File: src/rtl/hamming_frame_controller.sv
// -----------------------------------------------------------------------------
// hamming_frame_controller
//
// Buffers Hamming(7,4) codewords arriving from a UART front end, hands them one
// at a time to an external decoder, and presents each decoded nibble to a
// downstream consumer with a valid/ready handshake.
//
// Handshake rule (consumer side): out_valid rises with a result and the result
// fields stay frozen until out_ready is sampled high while out_valid is high;
// out_valid falls on the following cycle unless another result is ready.
// The decoder side is a request/response pair: a one-cycle dec_ena per
// codeword, dec_code held until dec_valid (or the timeout) closes it; only one
// codeword is ever outstanding.
//
// Ports
//   clk, rst                   clock, synchronous active-high reset
//   rx_valid, rx_code          incoming codeword pulse
//   dec_ena, dec_code          decode request to the decoder
//   dec_valid, dec_data,
//   dec_syndrome               decoder response
//   out_valid, out_ready,
//   out_data, out_syndrome,
//   out_corrected, out_timeout result to the consumer
//   fifo_level, overflow, busy status
//
// Build option: define HFC_TIMEOUT_EN to abort a decode that has not answered
// within TIMEOUT_CYCLES cycles of dec_ena; the aborted result carries zero data
// and out_timeout = 1. Without the macro no timeout counter exists.
// -----------------------------------------------------------------------------
module hamming_frame_controller #(
  parameter int FIFO_DEPTH     = 4,
  parameter int TIMEOUT_CYCLES = 15
) (
  input  logic       clk,
  input  logic       rst,
  input  logic       rx_valid,
  input  logic [6:0] rx_code,
  output logic       dec_ena,
  output logic [6:0] dec_code,
  input  logic       dec_valid,
  input  logic [3:0] dec_data,
  input  logic [2:0] dec_syndrome,
  output logic       out_valid,
  input  logic       out_ready,
  output logic [3:0] out_data,
  output logic [2:0] out_syndrome,
  output logic       out_corrected,
  output logic       out_timeout,
  output logic [4:0] fifo_level,
  output logic       overflow,
  output logic       busy
);

  localparam int PTR_W = (FIFO_DEPTH > 1) ? $clog2(FIFO_DEPTH) : 1;
  // Last counter value before the abort fires; the counter reads 1 in the
  // first WAIT cycle, so aborting here puts out_valid TIMEOUT_CYCLES after dec_ena.
  localparam logic [7:0] TO_LAST = 8'(TIMEOUT_CYCLES - 1);

  typedef enum logic [1:0] {IDLE, ISSUE, WAIT, HOLD} state_t;

  state_t           state_q;
  logic [6:0]       mem_q [FIFO_DEPTH];
  logic [PTR_W-1:0] wr_ptr_q, wr_ptr_d;
  logic [PTR_W-1:0] rd_ptr_q, rd_ptr_d;
  logic [4:0]       level_q, level_d;
  logic             overflow_q, overflow_d;
  logic             dec_ena_q;
  logic [6:0]       dec_code_q;
  logic             out_valid_q;
  logic [3:0]       out_data_q;
  logic [2:0]       out_syn_q;
  logic             out_corr_q;
  logic             fifo_empty, fifo_full, push, pop;
  logic [6:0]       head;

  assign fifo_empty = (level_q == 5'd0);
  assign fifo_full  = (level_q == 5'(FIFO_DEPTH));
  assign head       = mem_q[rd_ptr_q];

  // The FSM pops the head whenever it launches a new decode request.
  always_comb begin
    pop = 1'b0;
    case (state_q)
      IDLE:    pop = !fifo_empty;
      HOLD:    pop = out_ready && !fifo_empty;
      default: pop = 1'b0;
    endcase
  end

  // A pop in the same cycle frees the slot, so a full buffer still accepts.
  assign push = rx_valid && (!fifo_full || pop);

  always_comb begin
    wr_ptr_d   = push ? wr_ptr_q + PTR_W'(1) : wr_ptr_q;
    rd_ptr_d   = pop  ? rd_ptr_q + PTR_W'(1) : rd_ptr_q;
    level_d    = level_q;
    if (push && !pop) level_d = level_q + 5'd1;
    if (pop && !push) level_d = level_q - 5'd1;
    overflow_d = overflow_q || (rx_valid && !push);
  end

  always_ff @(posedge clk) begin
    if (!rst && push) mem_q[wr_ptr_q] <= rx_code;
  end

  always_ff @(posedge clk) begin
    if (rst) begin
      wr_ptr_q   <= '0;
      rd_ptr_q   <= '0;
      level_q    <= 5'd0;
      overflow_q <= 1'b0;
    end else begin
      wr_ptr_q   <= wr_ptr_d;
      rd_ptr_q   <= rd_ptr_d;
      level_q    <= level_d;
      overflow_q <= overflow_d;
    end
  end

`ifdef HFC_TIMEOUT_EN
  logic [7:0] to_cnt_q;
  logic       out_to_q;
`else
  logic       unused_timeout_cfg;
  assign unused_timeout_cfg = ^TO_LAST;
`endif

  always_ff @(posedge clk) begin
    if (rst) begin
      state_q     <= IDLE;
      dec_ena_q   <= 1'b0;
      dec_code_q  <= 7'd0;
      out_valid_q <= 1'b0;
      out_data_q  <= 4'd0;
      out_syn_q   <= 3'd0;
      out_corr_q  <= 1'b0;
`ifdef HFC_TIMEOUT_EN
      to_cnt_q    <= 8'd0;
      out_to_q    <= 1'b0;
`endif
    end else begin
      dec_ena_q <= 1'b0;
      case (state_q)
        IDLE: begin
          if (!fifo_empty) begin
            state_q    <= ISSUE;
            dec_ena_q  <= 1'b1;
            dec_code_q <= head;
          end
        end
        ISSUE: begin
          state_q  <= WAIT;
`ifdef HFC_TIMEOUT_EN
          to_cnt_q <= 8'd1;
`endif
        end
        WAIT: begin
          // A real answer beats a timeout landing in the same cycle.
          if (dec_valid) begin
            state_q     <= HOLD;
            out_valid_q <= 1'b1;
            out_data_q  <= dec_data;
            out_syn_q   <= dec_syndrome;
            out_corr_q  <= |dec_syndrome;
`ifdef HFC_TIMEOUT_EN
            out_to_q    <= 1'b0;
`endif
          end
`ifdef HFC_TIMEOUT_EN
          else if (to_cnt_q >= TO_LAST) begin
            state_q     <= HOLD;
            out_valid_q <= 1'b1;
            out_data_q  <= 4'd0;
            out_syn_q   <= 3'd0;
            out_corr_q  <= 1'b0;
            out_to_q    <= 1'b1;
          end else begin
            to_cnt_q <= to_cnt_q + 8'd1;
          end
`endif
        end
        HOLD: begin
          if (out_ready) begin
            out_valid_q <= 1'b0;
            if (!fifo_empty) begin
              state_q    <= ISSUE;
              dec_ena_q  <= 1'b1;
              dec_code_q <= head;
            end else begin
              state_q <= IDLE;
            end
          end
        end
      endcase
    end
  end

  assign dec_ena       = dec_ena_q;
  assign dec_code      = dec_code_q;
  assign out_valid     = out_valid_q;
  assign out_data      = out_data_q;
  assign out_syndrome  = out_syn_q;
  assign out_corrected = out_corr_q;
`ifdef HFC_TIMEOUT_EN
  assign out_timeout   = out_to_q;
`else
  assign out_timeout   = 1'b0;
`endif
  assign fifo_level    = level_q;
  assign overflow      = overflow_q;
  assign busy          = (state_q != IDLE);

endmodule

File: config.mk
export PLATFORM = sky130hd
export DESIGN_NAME = hamming_frame_controller
export DESIGN_NICKNAME = d
export VERILOG_FILES = /design/src/rtl/hamming_frame_controller.sv
export SDC_FILE = /design/constraint.sdc
export NUM_CORES = 1
export LEC_CHECK = 0
export BUFFER_PORTS_ARGS = -buffer_cell sky130_fd_sc_hd__buf_2
export CORE_MARGIN = 8
export CORE_UTILIZATION = 55
export DETAILED_ROUTE_END_ITERATION = 10
export GPL_TIMING_DRIVEN = 0
export PLACE_DENSITY = 0.89
export SLEW_MARGIN = 10
export SYNTH_ARGS = -nofsm -noshare
export SYNTH_HDL_FRONTEND = slang
export SYNTH_SLANG_ARGS = --single-unit
File: constraint.sdc
create_clock -name clk -period 3.9 [get_ports clk]
set_input_delay 1.17 -clock clk [delete_from_list [all_inputs] [get_ports clk]]
set_output_delay 1.17 -clock clk [all_outputs]
set_load 0.01 [all_outputs]
Word-level counts from Yosys, hierarchy flattened
Memories as Yosys holds them, arrays and structs flattened. A register that Yosys moved wholly into a read port is not among the register bits.
Cells that the tools add are included.
W data, S select, Z words.

storage, ports and cells
  register bits = 29
  latch bits = 0
  RAM bits = 28
  memory bits (read-only) = 0
  input port bits = 19
  output and inout port bits = 25
  word-level logic and storage cells = 68
  memories = 1

memories
  memory  depth  bits a word  rd ports  clocked after memory_dff  wr ports  line  source
  mem_q   4      7            1         1                         1         62    logic [6:0] mem_q [FIFO_DEPTH];

operators by class
  add/subtract/negate cells = 4
  multiply operators = 0
  divide/modulo/power cells = 0
  magnitude comparators = 0
  equal/unequal tests = 7
  shifts and indexed selects = 0
  mux-type cells = 21
  bitwise operators = 0
  reductions and logical operators = 24

operators by type and width
  kind                   number
  $mux W7                2
  $pmux W7 S2            1
  $mux W2                5
  $mux W5                2
  $pmux W2 S4            1
  $reduce_bool A2 Y1     4
  $mux W1                7
  $logic_and A1 B1 Y1    6
  $ne A2 B2 Y1 const B   3
  $pmux W1 S2            3
  $reduce_and A3 Y1      2
  $add A5 B1 Y5 const B  1
  $eq A5 B3 Y1 const B   1
  $logic_not A1 Y1       5
  $logic_not A5 Y1       1
  $sub A5 B1 Y5 const B  1
  $add A2 B1 Y2 const B  2
  $eq A2 B2 Y1 const B   2
  $reduce_and A2 Y1      2
  $reduce_or A3 Y1       1
  $eq A2 B1 Y1 const B   1
  $logic_not A2 Y1       1
  $logic_or A1 B1 Y1     2

Logic depth before layout (Yosys ltp)
  depth after elaboration = 9
  depth in mapped cells = 11
  gate-level depth less buffers = 11

Worst setup path before layout
OpenSTA, ideal clock, no wires.

  path type = input to register
  from = input out_ready
  to = register level_q[4], in the netlist fifo_level[4]
  setup time = 0.132 ns
  arrival = 2.792 ns
  required time = 3.768 ns
  path slack = 0.977 ns
  cell stages on the path = 8
  buffers on the path = 0
  cells stage by stage = a21oi_1 a2111o_1 fa_1 nor2b_1 o21ai_0 a211oi_1 o21ai_0 nor3b_2

between the ends
  longest elaborated chain between the ends = 7
  elaborated cells between the ends (all ways) = 10
  those cells by class = mux (2); reduce/logical (8)

RTL lines
  what                                           line  source
  start, declared                                44    input logic out_ready,
  $logic_and A1 B1 Y1 *                          85    HOLD: pop = out_ready && !fifo_empty;
  $pmux W1 S2 *                                  83    case (state_q)
  $logic_or A1 B1 Y1                             91    assign push = rx_valid && (!fifo_full || pop);
  $logic_and A1 B1 Y1                            91
  $logic_not A1 Y1                               98    if (pop && !push) level_d = level_q - 5'd1;
  $logic_and A1 B1 Y1                            98
  $mux W5 or $reduce_bool A2 Y1 (tied branches)  n/a
  end signal, assigned                           115   level_q <= level_d;
  end, declared                                  65    logic [4:0] level_q, level_d;

Mark *: on every way between the ends. The rest lies on a longest branch, timed or not.
A chain may end at the register's enable or synchronous reset.

Final worst setup path
Ends and elaborated chain as after synthesis.

==> results.txt <==
status: finished, final reports clean
worst path bufs/invs: 2
PortBufs: 42
Residual DRC: 0
commonest cells after routing, fill and taps aside: 42 x buf_2, 31 x dfxtp_1, 28 x edfxtp_1, 26 x nor2_1, 18 x nand2_1
largest net degree at the start of global routing: 11
DR vias: 1646
Worst-path clk slew: 0.06 ns
gr usage total: 14.1%
CTS Root Cell: clkbuf_8
Leak: 1.21 nW
Avg Cell Area, Syn: 12.4 um^2
initial DRC count: 92
Crit Path Max Fanout: 4
PostCTS Resize Cnt: 0
nets@finish: 286
synth warn: 0
vias in the first global route: 1690
CP Launch Type: primary input
total CTS buffers: 9
Min Hold Slack: 0.451 ns
Final Setup Violations: 0
hpwl dp: 3.42 mm
Gate power share: 37.5%
share of cells above drive strength 1: 28.5%
fin crit period: 2.99 ns
Synth Register Bits: 59
Avg WL per Cell: 15.2 um
Final Skew: 0.00798 ns
clk sink count: 59
Max H-tree Level: 3
Layout area overhead: 18.5%
grt total ovfl: 0
Design Area, Final: 2960 um^2
I/O pin total: 44
Placed Cells: 296
Ant. Diodes: 0
first-pass GRT wire length: 7.87 mm
Layout Cells excl Fill: 312
full die area: 6960 um^2
die height: 83.4 um
top_reg_cell synth: dfxtp_1
initial antenna violation count: 0
WS Path Type: in2reg
HP Class: reg2reg
Post-synth EDFFs: 28
post-synthesis sequential area ratio: 58.5%
Power Density: 743 nW/um^2
nature of the critical path endpoint: register
CTS Hold Buffers Added: 0
crit-path leading delay family: compound AO/OA/AOI/OAI gates
Worst-Margin Slew: 0.586 ns
filler cell count: 313
WL final: 4.75 mm
register area: 1460 um^2
leading cell type in the layout, fill and taps excluded: buf_2
library cells used by synthesis: 32
row count: 24
ys async rst share: 0%
Final Util: 68.0%
Multi-input gate area: 962 um^2
Max-slew headroom: 61.0%
mapped cell area: 2500 um^2
Syn Inst Count: 202
Chip Width: 83.4 um
Worst-Skew Late Latency: 0.33 ns
antenna viol nets, final: 0
critical path arrival: 3.18 ns
Fin. Hold Viols: 0
CTS tree: built
Peak VDD IR: 0.465 mV
CP peak stage delay: 0.49 ns
cell breakdown of the critical path: buf_2 -> a21oi_1 -> a2111o_1 -> inv_1 -> ha_1 -> nor2b_1 -> o21ai_0 -> nor3b_2 -> o21ai_0 -> nor3b_2
Max Freq: 0.335 GHz
setup tns final: 0 ns
CTS Buffer Depth: 2
clock share of power: 24.1%
sw frac: 34.5%
switching power: 0.758 mW
Synthesized Nets: 233
RD Place Congestion: 0.785
initial core utilization: 57.4%
CP required: 4.09 ns
core area: 4350 um^2
Via density: 5.28
Final Max Slew Viols: 0
unrepaired setup endpoints after global routing: false
Worst path slowest cell: a2111o_1
Flop pwr share: 38.4%
Final WS setup: 0.915 ns
pre-CTS WS: 0.678 ns
final total power: 2.20 mW
1st-pass router iterations: 4
post-CTS setup buffers: 0
Internal: 1.44 mW
max cap viols: 0
period utilization: 76.5%
Area after DPL: 2770 um^2
[cells by family after synthesis]
| family | synth area share [%] |
|---|---|
| adders and majority gates | 6.31 |
| muxes | 10.7 |
| AOI/OAI and AO/OA | 6.96 |
| DFF | 58.5 |
| xor gates and xnor gates | 2.10 |
| buffers and inverters | 3.00 |
| other | 0.150 |
| and+or+nand+nor | 12.3 |
[state kept, by name, summed over array words and instances (netlist names), named ones only]
name and cells:
fifo_level 5, state_q 2, dec_code 7, overflow 1, rd_ptr_q 2, out_valid 1, out_corrected 1, out_data 4
wr_ptr_q 2, out_syndrome 3, dec_ena 1, mem_q 28
[routing by layer]
layer  wire, um  track usage [%]  vias up
met5          0                0        -
met4         48             7.51        0
met3        226             4.59        4
met2       2490             24.0       35
met1       1990             15.1      791
li1           -                -      816
[power groups by stage]
stage / clock, mW / combinational [mW] / sequential [mW]
6_report: 0.530 / 0.825 / 0.845
5_1_grt: 0.559 / 0.924 / 0.858
3_3_place_gp: 0 / 0.795 / 0.849
3_5_place_dp: 0 / 0.832 / 0.855
4_1_cts: 0.538 / 0.840 / 0.844
2_1_floorplan: 0 / 0.585 / 0.879
[tightest hold or removal path: cells and delay by family, from the launching register on]
| family | cells | cell delay, ns |
|---|---|---|
| flip-flops | 1 | 0.31 |
| AND/OR/NAND/NOR | 1 | 0.05 |
| AO/OA/AOI/OAI | 1 | 0.05 |
[final timing paths]
check	from	to	slack [ns]	cells past startpoint
setup reg to reg	state_q[1]	fifo_level[4]	1.07	10
setup / recovery	out_ready	fifo_level[4]	0.91	10
hold reg to reg	out_data[1]	out_data[1]	0.45	2
hold / removal	out_data[1]	out_data[1]	0.45	2
[synthesized netlist by cell type (2+ instances only)]
master | count | area, um^2
a211oi_1 | 3 | 22.5
a21oi_1 | 11 | 55.1
a221oi_2 | 2 | 30.0
and2_1 | 5 | 31.3
buf_1 | 2 | 7.51
clkbuf_1 | 4 | 15.0
dfxtp_1 | 31 | 621
edfxtp_1 | 28 | 841
ha_1 | 11 | 138
inv_1 | 12 | 45.0
mux2i_1 | 11 | 110
mux4_2 | 7 | 158
nand2_1 | 18 | 67.6
nor2_1 | 26 | 97.6
nor2b_1 | 2 | 12.5
nor3_1 | 3 | 15.0
nor3b_2 | 2 | 25.0
o21ai_0 | 4 | 20.0
o21ai_2 | 3 | 26.3
xnor2_1 | 4 | 35.0
xor2_1 | 2 | 17.5
[final cells by class]
class / count / share of cell area, %
clock inverter: 3 / 1.31
clock buffer: 13 / 5.03
sequential: 59 / 49.3
timing repair buffer: 42 / 7.10
inverter: 12 / 1.52
tap: 52 / 2.20
multi-input combinational: 124 / 32.5
buffer: 7 / 1.01
No activity file was read; power rests on OpenSTA's default activity.
